## src/rtl/axil_pkg.sv

```systemverilog
// axil_pkg: shared AXI4-Lite response codes and read-adapter state encoding.
package axil_pkg;
  localparam logic [1:0] AXIL_RESP_OKAY   = 2'b00;
  localparam logic [1:0] AXIL_RESP_SLVERR = 2'b10;
  typedef enum logic [1:0] {
    ST_RST    = 2'd0,
    ST_IDLE   = 2'd1,
    ST_ACCESS = 2'd2,
    ST_RESP   = 2'd3
  } rd_state_t;
endpackage

```

## src/rtl/axil_reg_if_rd.sv

```systemverilog
// axil_reg_if_rd: AXI4-Lite read slave driving a strobe/ack register read port,
// completing stalled accesses with SLVERR after TIMEOUT non-wait cycles.
module axil_reg_if_rd
  import axil_pkg::*;
#(
  parameter int DATA_WIDTH = 32,
  parameter int ADDR_WIDTH = 32,
  parameter int STRB_WIDTH = DATA_WIDTH / 8,
  parameter int TIMEOUT    = 4
) (
  input  logic                  clk,
  input  logic                  rst,
  input  logic [ADDR_WIDTH-1:0] s_axil_araddr,
  input  logic [2:0]            s_axil_arprot,
  input  logic                  s_axil_arvalid,
  output logic                  s_axil_arready,
  output logic [DATA_WIDTH-1:0] s_axil_rdata,
  output logic [1:0]            s_axil_rresp,
  output logic                  s_axil_rvalid,
  input  logic                  s_axil_rready,
  output logic [ADDR_WIDTH-1:0] reg_rd_addr,
  output logic                  reg_rd_en,
  input  logic [DATA_WIDTH-1:0] reg_rd_data,
  input  logic                  reg_rd_wait,
  input  logic                  reg_rd_ack
);
  localparam int TW = TIMEOUT > 0 ? $clog2(TIMEOUT + 1) : 1;
  localparam logic [TW-1:0] TLOAD = TW'(TIMEOUT > 0 ? TIMEOUT - 1 : 0);
  localparam logic [ADDR_WIDTH-1:0] AMASK = ~ADDR_WIDTH'(STRB_WIDTH - 1);
  rd_state_t state, state_n;
  logic [TW-1:0] timer, timer_n;
  logic [ADDR_WIDTH-1:0] addr_n;
  logic [DATA_WIDTH-1:0] rdata_n;
  logic [1:0] rresp_n;
  logic expired;
  logic unused_prot;
  assign unused_prot = ^s_axil_arprot;
  assign expired = TIMEOUT != 0 && timer == '0;
  always_comb begin
    state_n = state;
    timer_n = timer;
    addr_n  = reg_rd_addr;
    rdata_n = s_axil_rdata;
    rresp_n = s_axil_rresp;
    unique case (state)
      ST_RST: state_n = ST_IDLE;
      ST_IDLE: begin
        if (s_axil_arvalid) begin
          state_n = ST_ACCESS;
          addr_n  = s_axil_araddr & AMASK;
          timer_n = TLOAD;
        end
      end
      ST_ACCESS: begin
        // ack beats wait, and wait freezes the timer before expiry is considered
        if (reg_rd_ack) begin
          state_n = ST_RESP;
          rdata_n = reg_rd_data;
          rresp_n = AXIL_RESP_OKAY;
        end else if (!reg_rd_wait) begin
          if (expired) begin
            state_n = ST_RESP;
            rdata_n = '0;
            rresp_n = AXIL_RESP_SLVERR;
          end else if (timer != '0) begin
            timer_n = timer - TW'(1);
          end
        end
      end
      ST_RESP: state_n = s_axil_rready ? ST_IDLE : ST_RESP;
      default: state_n = ST_RST;
    endcase
  end
  // Handshake outputs are flopped from the next state so they are glitch-free
  always_ff @(posedge clk or posedge rst) begin
    if (rst) begin
      state          <= ST_RST;
      timer          <= '0;
      reg_rd_addr    <= '0;
      s_axil_rdata   <= '0;
      s_axil_rresp   <= AXIL_RESP_OKAY;
      s_axil_arready <= 1'b0;
      s_axil_rvalid  <= 1'b0;
      reg_rd_en      <= 1'b0;
    end else begin
      state          <= state_n;
      timer          <= timer_n;
      reg_rd_addr    <= addr_n;
      s_axil_rdata   <= rdata_n;
      s_axil_rresp   <= rresp_n;
      s_axil_arready <= state_n == ST_IDLE;
      s_axil_rvalid  <= state_n == ST_RESP;
      reg_rd_en      <= state_n == ST_ACCESS;
    end
  end
endmodule

```

## config.mk

```make
export PLATFORM = sky130hd
export DESIGN_NAME = axil_reg_if_rd
export DESIGN_NICKNAME = d
export VERILOG_FILES = /design/src/rtl/axil_pkg.sv /design/src/rtl/axil_reg_if_rd.sv
export SDC_FILE = /design/constraint.sdc
export NUM_CORES = 1
export LEC_CHECK = 0
export ABC_AREA = 1
export BUFFER_PORTS_ARGS = -buffer_cell sky130_fd_sc_hd__buf_2
export CAP_MARGIN = 20
export CORE_ASPECT_RATIO = 1.4
export CORE_MARGIN = 3
export CORE_UTILIZATION = 35
export DETAILED_ROUTE_END_ITERATION = 8
export SLEW_MARGIN = 10
export SYNTH_ARGS = -nofsm -noshare
export SYNTH_HDL_FRONTEND = slang
export SYNTH_SLANG_ARGS = --single-unit
```

## constraint.sdc

```tcl
create_clock -name clk -period 3.2 [get_ports clk]
set_input_delay 0.64 -clock clk [delete_from_list [all_inputs] [get_ports clk]]
set_output_delay 0.64 -clock clk [all_outputs]
set_load 0.05 [all_outputs]
```

==> results.toml, run 1 <==
[routing]
drt_iter0_drc = 87
wl_um = 6816
avgViaCountPerCell = 4.451
vias = 2488
ant_nets = 0
first_pass_iters = 4
wire_per_inst_um = 12.19
drc = 0

[critical_path]
crit_start = "state[0]$_DFF_PP0_"
r2r-end = "s_axil_rdata[22]$_DFFE_PP0P_"
path_delay_family = "simple AND/OR/NAND/NOR gates"
r2r_cells = 6
r2r-start = "state[0]$_DFF_PP0_"
worstSetupPathType = "reg2reg"
cp_max_fo = 34
path_common_cell = "inv_2"
crit_buf_inv = 2
cp-start-kind = "flop"
path_cells = "nor2_4 -> inv_2 -> nor2_8 -> inv_2 -> nand3_1 -> nand2_1"
slowest_stage = "dfrtp_1"
r2r_slack_ns = 1.42
crit_path_max_incr_delay_ns = 0.42
critPathArrivalTime_ns = 2.00
cp.required_ns = 3.41
endpoint_kind = "flop"

[global_routing]
grt_usage = 0.1518
grt_pass1_vias = 2384
grt_max_degree = 72
antenna_found_initial = 0
grt_overflow_total = 0
grt_pass1_wl_um = 10890

[placed_design]
gp_congestion = 0.7936
pre_cts_ws_ns = 1.139
dp_hpwl_um = 4737
io_buffers = 133

[clock_network]
clk_latency_ns = 0.33
cts_hold_buf = 0
cts_tree = "yes"
root_buffer = "clkbuf_8"
cts-buffers-inserted = 9
cts_buffer_depth = 2
ctsResizeCount = 0
cts.sinks = 71
cts_post_setup_buffers_inserted = 0
cts_htree_levels = 3
clk_pin_slew_ns = 0.08

[die]
rows = 38
io_pins = 142
initial_utilization = 0.3652
die_h_um = 113.1
die_w_um = 82.47
dieArea_sq_mm = 0.009324
core-area_sq_mm = 0.007845

[cells_and_area]
nets = 529
diodes = 0
final_common_cell = "nand2_1"
fillers = 802
syn_to_final_growth_pct = 31.62
post_route_cells_drive_above_1_share = 0.3442
layout_common_cells = "nand2_1, buf_2, dfrtp_1"

[sta]
fin_crit_sh = 0.5577
fmax_mhz = 560.4
finalSetupViolations = 0
slew_headroom = 0.3987
drv_slew = 0
skew_ns = 0.008071
rsz0062_at_grt = "false"
finalHoldViolations = 0
finalCriticalPeriod_ns = 1.785
worstMarginPinSlew_ns = 0.9009
finalWorstSetupSlack_ns = 1.415
setup-tns-final_ns = 0

[yosys]
netlist_instances = 323
ys_seq_elements = 71
ys_types = 16
synth_top_area_share = 0.6201
synth_area_leaders = "dfrtp_1, nand2_1, nand3_1"
yosysWarnings = 0
synth_area_per_cell_sq_um = 8.871
synth_area_sq_mm = 0.002865
ys_seq_area_frac = 0.6201
yosysTopAreaCell = "dfrtp_1"

[power_and_ir_drop]
powerDensity_mw_per_mm2 = 1246
finalPower_mw = 4.699
irDropWorstVdd_v = 0.0007154
p_leak_nw = 2.243

[worst_hold_path]
min_to = "reg_rd_addr[3]$_DFFE_PP0P_"
holdPathStages = 2
hold_path_class = "reg2reg"
worstHoldStart = "reg_rd_addr[3]$_DFFE_PP0P_"

[job]
cap_viol_max_count = 0

[outcome]
status = "completed"
==> flip-flops by register name, indices dropped and copies added (netlist names) <==
| signal | flops |
|---|---|
| s_axil_rdata | 32 |
| s_axil_rvalid | 1 |
| reg_rd_en | 1 |
| s_axil_arready | 1 |
| timer | 3 |
| s_axil_rresp | 1 |
| reg_rd_addr | 30 |
| state | 2 |
==> worst register-to-register path: stages (launching register included) <==
cell	delay (ns)
dfrtp_1	0.42
nor2_4	0.19
inv_2	0.09
nor2_8	0.37
inv_2	0.35
nand3_1	0.17
nand2_1	0.07
==> Yosys cell counts <==
library cell	n
ha_1	2
buf_6	3
a21oi_1	1
o21ai_0	1
clkbuf_1	3
nor2_8	1
buf_2	6
inv_1	10
buf_4	6
nor2_4	1
dfrtp_1	71
nand2_1	174
inv_2	3
nor2_1	3
conb_1	1
nand3_1	37
==> cell type report <==
type / instances / area (sq um) / area share
clock buffers: 10 / 137.6 / 0.03650
clock inverters: 6 / 60.06 / 0.01593
inverters: 13 / 48.80 / 0.01294
multi-input cells: 223 / 927.1 / 0.2459
flip-flops and latches: 71 / 1777 / 0.4711
well taps: 100 / 125.1 / 0.03318
repair buffers: 136 / 695.7 / 0.1845
==> metal layers <==
| layer | routed length [um] | GRT usage |
|---|---|---|
| met2 | 3123 | 0.2355 |
| met1 | 2944 | 0.1866 |
| met3 | 620 | 0.05334 |
| met4 | 127 | 0.06984 |
| met5 | 0 | 0 |
==> cell families after synthesis <==
kind of cell	count (synthesis)	share of synthesized area
adder cells (fa/ha/maj)	2	0.008732
buffers and inverters	31	0.05895
AO/OA/AOI/OAI	2	0.003490
flip-flops	71	0.6201
other	1	0.001309
AND/OR/NAND/NOR	216	0.3074
==> how the worst max path moves through the flow <==
stage | endpoint | cells past startpoint
2_1_floorplan | reg_rd_addr[10]$_DFFE_PP0P_ | 1
3_3_place_gp | s_axil_rdata[26]$_DFFE_PP0P_ | 5
3_5_place_dp | s_axil_rdata[29]$_DFFE_PP0P_ | 5
4_1_cts | s_axil_rdata[29]$_DFFE_PP0P_ | 7
5_1_grt | s_axil_rdata[29]$_DFFE_PP0P_ | 6
6_report | s_axil_rdata[22]$_DFFE_PP0P_ | 6
==> report_power, final <==
| group | internal, mW | total [mW] | switching, mW |
|---|---|---|---|
| clock | 0.377 | 0.700 | 0.323 |
| combinational | 0.529 | 2.49 | 1.96 |
| sequential | 1.30 | 1.51 | 0.205 |
==> per-stage QoR <==
stage | std cells | area, sq um | util | hold slack [ns]
after floorplan | 325 | 2873 | - | 0.4419
after global routing | 559 | 3771 | 0.4807 | 0.4843
after global placement | 542 | 3558 | 0.4536 | 0.4581
after detailed placement | 542 | 3558 | 0.4536 | 0.4615
final | 559 | 3771 | 0.4807 | 0.4754
after CTS | 558 | 3756 | 0.4788 | 0.4746
No activity file was read; power rests on OpenSTA's default activity.
==> run 2: changes to the inputs <==
Clock period 3.2 ns to 1.9 ns, I/O delays scaled along.
==> run 2 against run 1 <==
  * Flip-flop and latch count stayed put
  * Count of clock-buffer cells in the layout up 3
  * Clock skew shrank 0.0027 ns
  * Die area unchanged
  * Clock power up 74%
  * Largest power group unchanged
  * Setup slack lost 0.95 ns
==> results.toml, run 2 (synthesis gave the netlist of run 1 again) <==
[critical_path]
critPathArrivalTime_ns = 1.70
r2r_cells = 8
crit_start = "timer[0]$_DFFE_PP0P_"
cp-start-kind = "flop"
endpoint_kind = "flop"
cp.required_ns = 2.16
worstSetupPathType = "reg2reg"
r2r-end = "s_axil_rdata[25]$_DFFE_PP0P_"
cp_max_fo = 33
crit_end = "s_axil_rdata[25]$_DFFE_PP0P_"
r2r_slack_ns = 0.46
r2r-start = "timer[0]$_DFFE_PP0P_"

[clock_network]
cts_tree = "yes"
ctsResizeCount = 0
clk_latency_ns = 0.33
cts_buffer_depth = 2
cts_htree_levels = 3
cts-buffers-inserted = 9
cts_post_setup_buffers_inserted = 0
clk_pin_slew_ns = 0.07
root_buffer = "clkbuf_8"
cts.sinks = 71
cts_hold_buf = 0

[sta]
finalSetupViolations = 0
worstMarginPinSlew_ns = 0.5273
slew_headroom = 0.6480
skew_ns = 0.005381
finalCriticalPeriod_ns = 1.435
rsz0062_at_grt = "false"
drv_slew = 0
fmax_mhz = 696.8
setup-tns-final_ns = 0
finalHoldViolations = 0
fin_crit_sh = 0.7554

[routing]
wire_per_inst_um = 11.74
vias = 2479
wl_um = 6584
avgViaCountPerCell = 4.419
drt_iter0_drc = 91
ant_nets = 0
first_pass_iters = 4
drc = 0

[global_routing]
grt_max_degree = 72
antenna_found_initial = 0
grt_overflow_total = 0
grt_usage = 0.1510
grt_pass1_vias = 2479
grt_pass1_wl_um = 10930

[placed_design]
dp_hpwl_um = 4743
placed_cell_area_sq_mm = 0.003597
placed_cells = 545
gp_congestion = 0.7950
io_buffers = 133

[die]
die_h_um = 113.1
core-area_sq_mm = 0.007845
dieArea_sq_mm = 0.009324
initial_utilization = 0.3652
rows = 38
die_w_um = 82.47
io_pins = 142

[cells_and_area]
layout_common_cells = "nand2_1, buf_2, dfrtp_1"
syn_to_final_growth_pct = 32.84
reg_top3 = "s_axil_rdata (32), reg_rd_addr (30), timer (3)"
nets = 531
fin_cells = 561
finalCoreUtilization = 0.4852
multi_input_area_sq_um = 927.1
fillers = 787
diodes = 0
final_common_cell = "nand2_1"
stdcell_area_sq_mm = 0.003806
final-seq-area_sq_mm = 0.001777
largest_reg_flops = 32
top_register = "s_axil_rdata"
post_route_cells_drive_above_1_share = 0.3449

[power_and_ir_drop]
p_leak_nw = 2.262
irDropWorstVdd_v = 0.0009809
powerDensity_mw_per_mm2 = 2094

[job]
cap_viol_max_count = 0

[outcome]
status = "completed"

[worst_hold_path]
hold_path_class = "in2async"
-- run 2: cell types whose count changed in the layout (fill, tap and decap cells not counted), sizes merged --
cell | previous run | this run
inv | 13 | 12
clkinvlp | 2 | 1
buf | 136 | 138
clkinv | 3 | 2
clkbuf | 10 | 13
-- run 2: layout make-up --
cell class                      instances  area share
Inverter                               13     0.01381
Sequential cell                        71      0.4668
Tap cell                              100     0.03287
Clock inverter                          3     0.01052
Multi-Input combinational cell        223      0.2436
Timing Repair Buffer                  138      0.1880
Clock buffer                           13     0.04438
-- run 2: metrics by stage --
stage               setup slack [ns]  power (mW)  hold slack [ns]
CTS                           0.4592       8.097           0.1388
global placement              0.4950       6.758           0.4565
finish                        0.4648       7.970           0.1410
global route                  0.2960       8.537           0.1645
detailed placement            0.4777       6.834           0.4604
floorplan                     0.6350       5.823           0.4419
-- run 2: how the worst min path moves through the flow --
stage	end	slack (ns)	depth (start not counted)
finish	reg_rd_addr[8]$_DFFE_PP0P_	0.14	3
global placement	timer[1]$_DFFE_PP0P_	0.46	2
CTS	s_axil_arready$_DFF_PP0_	0.14	3
detailed placement	reg_rd_addr[6]$_DFFE_PP0P_	0.46	2
floorplan	timer[1]$_DFFE_PP0P_	0.44	2
global route	s_axil_arready$_DFF_PP0_	0.16	3
-- run 2: where the power goes --
group          internal (mW)  switching [mW]  leakage, nW  total, mW
Combinational          0.901            3.30         1.27       4.20
Clock                  0.710           0.510        0.109       1.22
Sequential              2.20           0.348        0.886       2.55
-- run 2: per-layer routing --
| metal | GRT usage | vias up | share of wire |
|---|---|---|---|
| li1 | - | 1252 | - |
| met1 | 0.1740 | 1108 | 0.42 |
| met2 | 0.2495 | 109 | 0.46 |
| met3 | 0.05255 | 10 | 0.10 |
| met4 | 0.06319 | 0 | 0.014 |
| met5 | 0 | - | 0 |
-- run 2: critical path, cell delays in order (launching register included) --
cell     delay, ns
dfrtp_1       0.37
inv_1         0.07
ha_1          0.19
nand2_1       0.09
nor2_1        0.05
nand2_1       0.05
buf_4         0.32
nand3_1       0.12
nand2_1       0.09
==> run 3: changes to the inputs <==
Clock period 1.9 ns to 1.48 ns, I/O delays scaled along.
==> run 3 against run 2 <==
  * Global-route usage is essentially flat
  * Non-clock buffer count grew 1
  * Register-to-register slack lost 0.33 ns
  * Sequential power grew 28%
  * Clock power grew 4%
  * Hold slack lost 0.087 ns
==> results.toml, run 3 (synthesis gave the netlist of run 1 again) <==
[outcome]
status = "completed"

[power_and_ir_drop]
p_leak_nw = 2.257
irDropWorstVdd_v = 0.001243
p_sw_frac = 0.5374
p_int_mw = 4.630
p_sw_mw = 5.379
p_seq_frac = 0.327
p_comb_frac = 0.546
p_clk_frac = 0.127
powerDensity_mw_per_mm2 = 2633

[placed_design]
gp_congestion = 0.7870
dp_hpwl_um = 4710
pre_cts_ws_ns = 0.1064
io_buffers = 133

[sta]
drv_slew = 0
skew_ns = 0.007501
fmax_mhz = 741.7
finalSetupViolations = 0
rsz0062_at_grt = "false"
fin_crit_sh = 0.9110
finalHoldViolations = 0
finalWorstSetupSlack_ns = 0.1317
finalCriticalPeriod_ns = 1.348
setup-tns-final_ns = 0

[cells_and_area]
post_route_cells_drive_above_1_share = 0.3442
nets = 532
top_register = "s_axil_rdata"
diodes = 0
syn_to_final_growth_pct = 32.66
layout_common_cells = "nand2_1, buf_2, dfrtp_1"
largest_reg_flops = 32
final_common_cell = "nand2_1"
reg_top3 = "s_axil_rdata (32), reg_rd_addr (30), timer (3)"

[routing]
drt_iter0_drc = 102
wire_per_inst_um = 11.96
ant_nets = 0
wl_um = 6720
avgViaCountPerCell = 4.457
first_pass_iters = 4
drc = 0
vias = 2505

[clock_network]
cts_post_setup_buffers_inserted = 0
cts_tree = "yes"
cts-buffers-inserted = 9
cts_htree_levels = 3
clk_latency_ns = 0.34
cts.sinks = 71
cts_buffer_depth = 2
root_buffer = "clkbuf_8"
clk_pin_slew_ns = 0.07

[die]
dieArea_sq_mm = 0.009324
initial_utilization = 0.3652
die_h_um = 113.1
core-area_sq_mm = 0.007845
io_pins = 142
rows = 38
die_w_um = 82.47

[critical_path]
cp_max_fo = 33
path_common_cell = "nand2_1"
endpoint_kind = "flop"
slowest_stage = "dfrtp_1"
r2r_slack_ns = 0.13
crit_path_max_incr_delay_ns = 0.39
worstSetupPathType = "reg2reg"
cp-start-kind = "flop"
cp.required_ns = 1.71
path_cells = "inv_1 -> ha_1 -> nand2_1 -> nor2_1 -> nand2_1 -> buf_12 -> nand3_1 -> nand2_1"
critPathArrivalTime_ns = 1.58

[global_routing]
grt_pass1_vias = 2463
antenna_found_initial = 0
grt_usage = 0.1508
grt_overflow_total = 0
grt_pass1_wl_um = 10900
grt_max_degree = 72

[job]
cap_viol_max_count = 0

[worst_hold_path]
hold_path_class = "in2async"
[run 3: area by class of cell]
| class | count | area, sq um |
|---|---|---|
| clock buffer | 11 | 131.4 |
| clock inverter | 5 | 25.02 |
| fill | 785 | 4044 |
| inverter | 13 | 55.05 |
| multi-input combinational | 223 | 927.1 |
| sequential | 71 | 1777 |
| tap | 100 | 125.1 |
| timing repair buffer | 139 | 760.7 |
[run 3: path summary, 6_finish.rpt]
kind	from	endpoint	cells after the start
worst max-delay path	timer[0]$_DFFE_PP0P_	s_axil_rdata[20]$_DFFE_PP0P_	8
worst min-delay path	rst	state[1]$_DFF_PP0_	3
worst max register to register	timer[0]$_DFFE_PP0P_	s_axil_rdata[20]$_DFFE_PP0P_	8
worst min register to register	timer[1]$_DFFE_PP0P_	timer[1]$_DFFE_PP0P_	2
max in group asynchronous	rst	reg_rd_addr[29]$_DFFE_PP0P_	3
min in group clk	s_axil_araddr[18]	reg_rd_addr[18]$_DFFE_PP0P_	3
[run 3: metrics by stage]
stage / util / total power [mW] / cells / area, sq um / hold slack [ns]
6_report: 0.4845 / 10.01 / 562 / 3801 / 0.05374
5_1_grt: 0.4845 / 10.71 / 562 / 3801 / 0.07901
4_1_cts: 0.4842 / 10.14 / 562 / 3799 / 0.05007
2_1_floorplan: - / 7.476 / 325 / 2877 / 0.4056
3_5_place_dp: 0.4643 / 8.834 / 546 / 3642 / 0.4330
3_3_place_gp: 0.4643 / 8.742 / 546 / 3642 / 0.4276
[run 3: per-layer routing]
| metal | part of all wire | vias to the layer above | GRT usage | wire length [um] |
|---|---|---|---|---|
| li1 | - | 1248 | - | - |
| met1 | 0.44 | 1132 | 0.1833 | 2974 |
| met2 | 0.45 | 112 | 0.2393 | 3015 |
| met3 | 0.086 | 13 | 0.03822 | 576 |
| met4 | 0.023 | 0 | 0.08315 | 153 |
| met5 | 0 | - | 0 | 0 |
[run 3: power by group through the flow]
stage	clock, mW	combinational (mW)	sequential [mW]
6_report	1.27	5.47	3.27
5_1_grt	1.41	5.91	3.40
4_1_cts	1.33	5.53	3.28
3_5_place_dp	0	5.54	3.29
3_3_place_gp	0	5.48	3.27
2_1_floorplan	0	1.31	6.17
[run 3: what timing repair did]
action / 4_1_cts / 5_1_grt
endpoints found under the setup margin: 0 / 29
gates resized for setup: 0 / 2
hold buffers: 0 / 0
[run 3: worst max-delay path, delay by kind of cell, from the launching register on]
kind,cells,cell delay (ns)
flops,1,0.39
buf+inv,2,0.27
simple gates,5,0.43
fa+ha+maj,1,0.14
